==> src/rtl/wb_serializer_fifo_pkg.sv <==
// Shared constants and types for the Wishbone serializer with TX FIFO.
// Register addresses, CTRL/STAT bit positions and the shift-core state type.
package wb_serializer_fifo_pkg;

    localparam logic [1:0] ADR_DATA = 2'd0;
    localparam logic [1:0] ADR_CTRL = 2'd1;
    localparam logic [1:0] ADR_STAT = 2'd2;

    localparam int CTRL_MSB_BIT    = 16;
    localparam int CTRL_EN_BIT     = 17;
    localparam int CTRL_IRQ_EN_BIT = 18;

    localparam int STAT_EMPTY_BIT  = 8;
    localparam int STAT_FULL_BIT   = 9;
    localparam int STAT_BUSY_BIT   = 10;
    localparam int STAT_OVF_BIT    = 11;

    typedef enum logic {
        IDLE  = 1'b0,
        SHIFT = 1'b1
    } core_state_e;

endpackage

==> src/rtl/wb_serializer_fifo_shift_core.sv <==
// Shift core: holds each bit for div+1 clocks, shifts a word out and
// chains straight into the next FIFO word when one is waiting.
//
//   state | meaning
//   IDLE  | nothing shifting, data_o low; pops head when enabled and FIFO not empty
//   SHIFT | word in flight; cnt_q counts down the bit period, idx_q is the bit index
module ser_shift_core
    import wb_serializer_fifo_pkg::*;
#(
    parameter int DATA_W = 27,
    parameter int DIV_W  = 16
) (
    input  logic              CLK_I,
    input  logic              RST_NEWFREQ_I,
    input  logic              en_i,
    input  logic              empty_i,
    input  logic [DATA_W-1:0] head_i,
    input  logic [DIV_W-1:0]  div_i,
    input  logic              msb_first_i,
    output logic              pop_o,
    output logic              data_o,
    output logic              busy_o,
    output logic              eot_o
);

    localparam int IDX_W = (DATA_W > 1) ? $clog2(DATA_W) : 1;
    localparam logic [IDX_W-1:0] LAST_IDX = IDX_W'(DATA_W - 1);

    core_state_e       state_q, state_d;
    logic [DIV_W-1:0]  cnt_q, cnt_d;
    logic [IDX_W-1:0]  idx_q, idx_d;
    logic [DATA_W-1:0] shreg_q, shreg_d;
    logic              msb_q, msb_d;
    logic              start;

    assign start = en_i & ~empty_i;

    always_ff @(posedge CLK_I or posedge RST_NEWFREQ_I) begin
        if (RST_NEWFREQ_I) begin
            state_q <= IDLE;
            cnt_q   <= '0;
            idx_q   <= '0;
            shreg_q <= '0;
            msb_q   <= 1'b1;
        end else begin
            state_q <= state_d;
            cnt_q   <= cnt_d;
            idx_q   <= idx_d;
            shreg_q <= shreg_d;
            msb_q   <= msb_d;
        end
    end

    always_comb begin
        state_d = state_q;
        cnt_d   = cnt_q;
        idx_d   = idx_q;
        shreg_d = shreg_q;
        msb_d   = msb_q;
        pop_o   = 1'b0;
        eot_o   = 1'b0;
        case (state_q)
            IDLE: begin
                if (start) begin
                    pop_o   = 1'b1;
                    state_d = SHIFT;
                    shreg_d = head_i;
                    msb_d   = msb_first_i;
                    cnt_d   = div_i;
                    idx_d   = '0;
                end
            end
            SHIFT: begin
                if (cnt_q != '0) begin
                    cnt_d = cnt_q - DIV_W'(1);
                end else if (idx_q == LAST_IDX) begin
                    eot_o = 1'b1;
                    if (start) begin
                        // Back-to-back: load the next word in the eot cycle, no idle gap.
                        pop_o   = 1'b1;
                        shreg_d = head_i;
                        msb_d   = msb_first_i;
                        cnt_d   = div_i;
                        idx_d   = '0;
                    end else begin
                        state_d = IDLE;
                    end
                end else begin
                    idx_d   = idx_q + IDX_W'(1);
                    cnt_d   = div_i;
                    shreg_d = msb_q ? (shreg_q << 1) : (shreg_q >> 1);
                end
            end
            default: state_d = IDLE;
        endcase
    end

    assign busy_o = (state_q != IDLE);
    assign data_o = (state_q == SHIFT) & (msb_q ? shreg_q[DATA_W-1] : shreg_q[0]);

endmodule

==> src/rtl/wb_serializer_fifo.sv <==
// Wishbone slave front end: register decode, CTRL/STAT registers and the
// circular TX FIFO that feeds the shift core.
module wb_serializer_fifo
    import wb_serializer_fifo_pkg::*;
#(
    parameter int DATA_W     = 27,
    parameter int FIFO_DEPTH = 8,
    parameter int DIV_W      = 16
) (
    input  logic        CLK_I,
    input  logic        RST_NEWFREQ_I,
    input  logic        CYC_I,
    input  logic        STB_I,
    input  logic        WE_I,
    input  logic [31:0] ADR_I,
    input  logic [31:0] DAT_I,
    output logic        ACK_O,
    output logic        ERR_O,
    output logic [31:0] DAT_O,
    output logic        data_o,
    output logic        busy_o,
    output logic        eot_o,
    output logic        irq_o
);

    localparam int PTR_W = (FIFO_DEPTH > 1) ? $clog2(FIFO_DEPTH) : 1;

    logic              req, rd_acc, wr_acc;
    logic [1:0]        adr;
    logic              adr_bad, push_rej, push, pop;
    logic              empty, full, core_busy;
    logic [DIV_W-1:0]  div_q, div_d;
    logic              msb_first_q, msb_first_d;
    logic              en_q, en_d;
    logic              irq_en_q, irq_en_d;
    logic              ovf_q, ovf_d;
    logic [PTR_W-1:0]  wr_ptr_q, wr_ptr_d;
    logic [PTR_W-1:0]  rd_ptr_q, rd_ptr_d;
    logic [7:0]        level_q, level_d;
    logic [DATA_W-1:0] mem_q [FIFO_DEPTH];
    logic [31:0]       ctrl_rd, stat_rd;
    logic              unused_bits;

    function automatic logic [PTR_W-1:0] ptr_inc(input logic [PTR_W-1:0] p);
        return (p == PTR_W'(FIFO_DEPTH - 1)) ? '0 : p + PTR_W'(1);
    endfunction

    assign unused_bits = ^{ADR_I[31:2], DAT_I};

    assign req      = CYC_I & STB_I;
    assign rd_acc   = req & ~WE_I;
    assign wr_acc   = req & WE_I;
    assign adr      = ADR_I[1:0];
    assign adr_bad  = (adr != ADR_DATA) && (adr != ADR_CTRL) && (adr != ADR_STAT);
    assign empty    = (level_q == 8'd0);
    assign full     = (level_q == 8'(FIFO_DEPTH));
    // Full is judged before this cycle's pop, so a same-cycle pop never rescues a push.
    assign push_rej = wr_acc & (adr == ADR_DATA) & full;
    assign push     = wr_acc & (adr == ADR_DATA) & ~full;
    assign ERR_O    = req & (adr_bad | push_rej);
    assign ACK_O    = req & ~(adr_bad | push_rej);

    always_comb begin
        ctrl_rd                  = '0;
        ctrl_rd[DIV_W-1:0]       = div_q;
        ctrl_rd[CTRL_MSB_BIT]    = msb_first_q;
        ctrl_rd[CTRL_EN_BIT]     = en_q;
        ctrl_rd[CTRL_IRQ_EN_BIT] = irq_en_q;
        stat_rd                  = '0;
        stat_rd[7:0]             = level_q;
        stat_rd[STAT_EMPTY_BIT]  = empty;
        stat_rd[STAT_FULL_BIT]   = full;
        stat_rd[STAT_BUSY_BIT]   = core_busy;
        stat_rd[STAT_OVF_BIT]    = ovf_q;
        DAT_O = '0;
        if (rd_acc && adr == ADR_CTRL) DAT_O = ctrl_rd;
        if (rd_acc && adr == ADR_STAT) DAT_O = stat_rd;
    end

    always_comb begin
        div_d       = div_q;
        msb_first_d = msb_first_q;
        en_d        = en_q;
        irq_en_d    = irq_en_q;
        ovf_d       = ovf_q;
        if (wr_acc && adr == ADR_CTRL) begin
            div_d       = DAT_I[DIV_W-1:0];
            msb_first_d = DAT_I[CTRL_MSB_BIT];
            en_d        = DAT_I[CTRL_EN_BIT];
            irq_en_d    = DAT_I[CTRL_IRQ_EN_BIT];
        end
        if (push_rej) begin
            ovf_d = 1'b1;
        end else if (wr_acc && adr == ADR_STAT && DAT_I[STAT_OVF_BIT]) begin
            ovf_d = 1'b0;
        end
    end

    always_comb begin
        wr_ptr_d = push ? ptr_inc(wr_ptr_q) : wr_ptr_q;
        rd_ptr_d = pop  ? ptr_inc(rd_ptr_q) : rd_ptr_q;
        level_d  = level_q;
        case ({push, pop})
            2'b10:   level_d = level_q + 8'd1;
            2'b01:   level_d = level_q - 8'd1;
            default: level_d = level_q;
        endcase
    end

    always_ff @(posedge CLK_I or posedge RST_NEWFREQ_I) begin
        if (RST_NEWFREQ_I) begin
            div_q       <= '0;
            msb_first_q <= 1'b1;
            en_q        <= 1'b0;
            irq_en_q    <= 1'b0;
            ovf_q       <= 1'b0;
            wr_ptr_q    <= '0;
            rd_ptr_q    <= '0;
            level_q     <= '0;
        end else begin
            div_q       <= div_d;
            msb_first_q <= msb_first_d;
            en_q        <= en_d;
            irq_en_q    <= irq_en_d;
            ovf_q       <= ovf_d;
            wr_ptr_q    <= wr_ptr_d;
            rd_ptr_q    <= rd_ptr_d;
            level_q     <= level_d;
        end
    end

    always_ff @(posedge CLK_I) begin
        if (push) mem_q[wr_ptr_q] <= DAT_I[DATA_W-1:0];
    end

    ser_shift_core #(
        .DATA_W (DATA_W),
        .DIV_W  (DIV_W)
    ) u_core (
        .CLK_I         (CLK_I),
        .RST_NEWFREQ_I (RST_NEWFREQ_I),
        .en_i          (en_q),
        .empty_i       (empty),
        .head_i        (mem_q[rd_ptr_q]),
        .div_i         (div_q),
        .msb_first_i   (msb_first_q),
        .pop_o         (pop),
        .data_o        (data_o),
        .busy_o        (core_busy),
        .eot_o         (eot_o)
    );

    assign busy_o = core_busy;
    assign irq_o  = irq_en_q & empty & ~core_busy;

endmodule

==> config.mk <==
export PLATFORM = sky130hd
export DESIGN_NAME = wb_serializer_fifo
export DESIGN_NICKNAME = d
export VERILOG_FILES = /design/src/rtl/wb_serializer_fifo_pkg.sv /design/src/rtl/wb_serializer_fifo_shift_core.sv /design/src/rtl/wb_serializer_fifo.sv
export SDC_FILE = /design/constraint.sdc
export NUM_CORES = 1
export LEC_CHECK = 0
export BUFFER_PORTS_ARGS = -buffer_cell sky130_fd_sc_hd__buf_2
export CORE_ASPECT_RATIO = 1.25
export CORE_UTILIZATION = 60
export CTS_CLUSTER_DIAMETER = 50
export DETAILED_ROUTE_END_ITERATION = 6
export PLACE_DENSITY = 0.8
export SYNTH_ARGS = -nofsm -noshare
export SYNTH_HDL_FRONTEND = slang
export SYNTH_SLANG_ARGS = --single-unit
export TNS_END_PERCENT = 20
==> constraint.sdc <==
create_clock -name CLK_I -period 5.9 [get_ports CLK_I]
set_input_delay 0.295 -clock CLK_I [delete_from_list [all_inputs] [get_ports CLK_I]]
set_output_delay 0.295 -clock CLK_I [all_outputs]
set_load 0.01 [all_outputs]
==> metrics.yaml <==
grt:
  track_usage: 0.271
  antenna_found_initial: 0
  grt_overflow_total: 0
  grt_pass1_vias: 8319
  grt_first_pass_wirelength_um: 46500
  grt_max_degree: 48
routing:
  firstDrtPassIters: 5
  postRouteAntennaNets: 0
  vias: 7989
  routed_via_density: 6.44
  wl_um: 29400
  route.detailed.drc: 0
  drtIter0Drc: 711
  wl_per_cell_um: 23.7
sta:
  setup_tns_ns: 0
  fmax_mhz: 209
  worstMarginPinSlew_ns: 1.19
  final.min_clock_period_ns: 4.79
  slew_violations: 0
  layout_setup_ws_ns: 1.11
  hold_viol_final: 0
  setup-violations-final: 0
  skew_ns: 0.0125
  finalCritPeriodShare: 0.813
  grt_setup_unrepaired: "no"
  maxSlewHeadroom: 0.203
synth:
  syn_area_um2: 13400
  synth_seq_area_share: 0.640
  synth_most_common_cell: "edfxtp_1"
  synth_cells: 884
  synth_ff_type: "edfxtp_1"
  synth_top_area_share: 0.483
  synth_area_per_cell_um2: 15.2
  ys_warn_count: 0
  synthArstFlopShare: 0.280
  synthTopCellsByCount: "216 x edfxtp_1, 82 x dfrtp_1, 67 x mux2i_1, 36 x mux2_2, 36 x mux4_2"
  synth_area_leader_cell: "edfxtp_1"
  synth_edf_count: 216
  synth_seq_cells: 300
  ys_top_cells_by_area: "edfxtp_1 48%, dfrtp_1 15%, mux4_2 6.0%"
  ys_types: 74
pwr:
  ir_worst_vdd_mv: 0.275
  total_power_mw: 5.87
  leakagePower_nw: 5.24
  power.density_nw_per_um2: 393
finish:
  area_growth_pct: 11.1
  antenna_cells: 0
  ff_latch_area_um2: 8590
  fin_cells: 1241
  drive_above_1_share: 0.242
  nNetsFinal: 1020
  fin_area_um2: 14900
  fillCellCount: 1448
  multi_input_area_um2: 4530
worst_setup_path:
  slowest_delay_ns: 0.66
  path_class: "reg -> reg"
  worstReg2RegStart: "u_core.idx_q[0]"
  cp-end-kind: "flop"
  worst-r2r-cell-count: 15
  cp.required_ns: 6.37
  crit_arrival_ns: 5.27
  slowest_stage: "ha_1"
  critPathMaxFanout: 22
  r2r_slack_ns: 1.11
  path_cells: "inv_1 > ha_1 > nand4b_2 > nand2_1 > buf_4 > nand2_1 > nor2_1 > ha_1 > xor2_1 > ha_1 > a21boi_0 > o22ai_1 > or4_1 > a31oi_1 > xor2_1"
  start_kind: "flop"
  cp_common_cell: "ha_1"
  r2r-end: "level_q[6]"
clock_tree:
  numCtsBuffers: 29
  path_clk_slew_ns: 0.06
  cts_tree: "yes"
  root_buffer: "clkbuf_16"
  h-tree-depth: 1
  cts_setup_buffers: 0
  post_cts_resized: 0
  worstSkewPairLatency_ns: 0.55
  cts.sinks: 300
  holdBufCountCts: 1
  clockBufferDepth: 3
placement:
  io_buffers: 58
  post-place-ws_ns: 1.20
  dp.cells: 1187
  dp_hpwl_um: 17900
  place.gp.congestion: 0.859
  place_area_um2: 14000
floorplanning:
  die-width_um: 136
  initial_core_util: 0.619
  dieArea_um2: 23000
  die_h_um: 169
  num_rows: 60
  ios: 107
  core_region_area_um2: 21700
job:
  max_cap_viol_count: 0
min_path:
  hp-start: "DAT_I[24]"
  min_to: "mem_q[3][24]"
  hp-class: "in -> reg"
  min_path_cells: 1
run_status:
  status: "finished, final reports clean"
state kept, by name, indices dropped and copies added (netlist names):
| register | flops |
|---|---|
| en_q | 1 |
| u_core.shreg_q | 27 |
| u_core.busy_o | 1 |
| wr_ptr_q | 3 |
| div_q | 16 |
| level_q | 8 |
| msb_first_q | 1 |
| rd_ptr_q | 3 |
| u_core.msb_q | 1 |
| ovf_q | 1 |
| u_core.idx_q | 5 |
| mem_q | 216 |
| u_core.cnt_q | 16 |
| irq_en_q | 1 |
power breakdown:
group / switching (mW) / total (mW) / internal [mW]
registers: 0.357 / 2.85 / 2.49
logic: 0.565 / 1.20 / 0.636
clock network: 0.787 / 1.82 / 1.03
total: 1.71 / 5.87 / 4.16
metrics by stage:
stage,hold slack [ns],utilization
6_report,0.0162,0.687
5_1_grt,0.0147,0.687
4_1_cts,0.00441,0.687
3_5_place_dp,0.419,0.643
3_3_place_gp,0.418,0.643
2_1_floorplan,0.394,-
cell usage in the layout, fill, tap and decap left out, drive strengths merged, types with 4 or more instances in the layout:
master / n
a22oi: 6
a21oi: 19
nor3b: 4
xor2: 12
nand2: 36
xnor2: 4
o211a: 9
or3: 6
clkinv: 9
mux2i: 67
nor3: 15
o311ai: 5
o22a: 5
inv: 12
a31o: 4
mux4: 36
mux2: 36
nor4: 9
o21ai: 19
dfrtp: 82
a2bb2oi: 14
edfxtp: 216
o22ai: 15
nor2b: 18
nand2b: 4
ha: 11
nor2: 32
nand4b: 4
buf: 79
nor4b: 4
and2: 9
clkbuf: 40
conb: 13
a22o: 14
a221oi: 14
and3: 7
nand3: 23
critical path, delay by kind of cell, from the launching register on:
kind / cells / cell delay [ns]
compound gates: 3 / 0.54
xor+xnor: 2 / 0.36
fa+ha+maj: 3 / 1.01
buf+inv: 2 / 0.39
flops: 1 / 0.42
simple gates: 5 / 1.98
routing by layer:
metal	vias to the layer above	track usage	wire, um
met5	-	0	0
met4	0	0.0894	736
met3	52	0.0355	1740
met2	292	0.460	15200
met1	4072	0.360	11700
li1	3573	-	-
how the worst max path moves through the flow:
stage,from,endpoint,slack [ns],depth (start not counted)
floorplan,level_q[1],mem_q[4][0],1.20,6
global placement,u_core.idx_q[0],level_q[6],1.30,15
detailed placement,u_core.idx_q[0],level_q[6],1.20,15
CTS,u_core.idx_q[0],level_q[6],1.15,15
global route,u_core.idx_q[0],level_q[6],0.82,15
finish,u_core.idx_q[0],level_q[6],1.11,15
kinds of logic after synthesis:
group	share of synthesized area
multiplexers	0.141
XOR/XNOR	0.0104
other	0.000279
adder cells (fa/ha/maj)	0.0103
AO/OA/AOI/OAI	0.0851
flip-flops	0.640
buffers and inverters	0.0301
AND/OR/NAND/NOR	0.0830
area by class of cell:
class                   instances  area share
inverters                      10     0.00260
clock inverters                13     0.00764
flip-flops and latches        300       0.577
well taps                     279      0.0234
clock buffers                  40      0.0555
repair buffers                 80      0.0307
multi-input cells             519       0.304
Power figures use the tool's default switching activity.
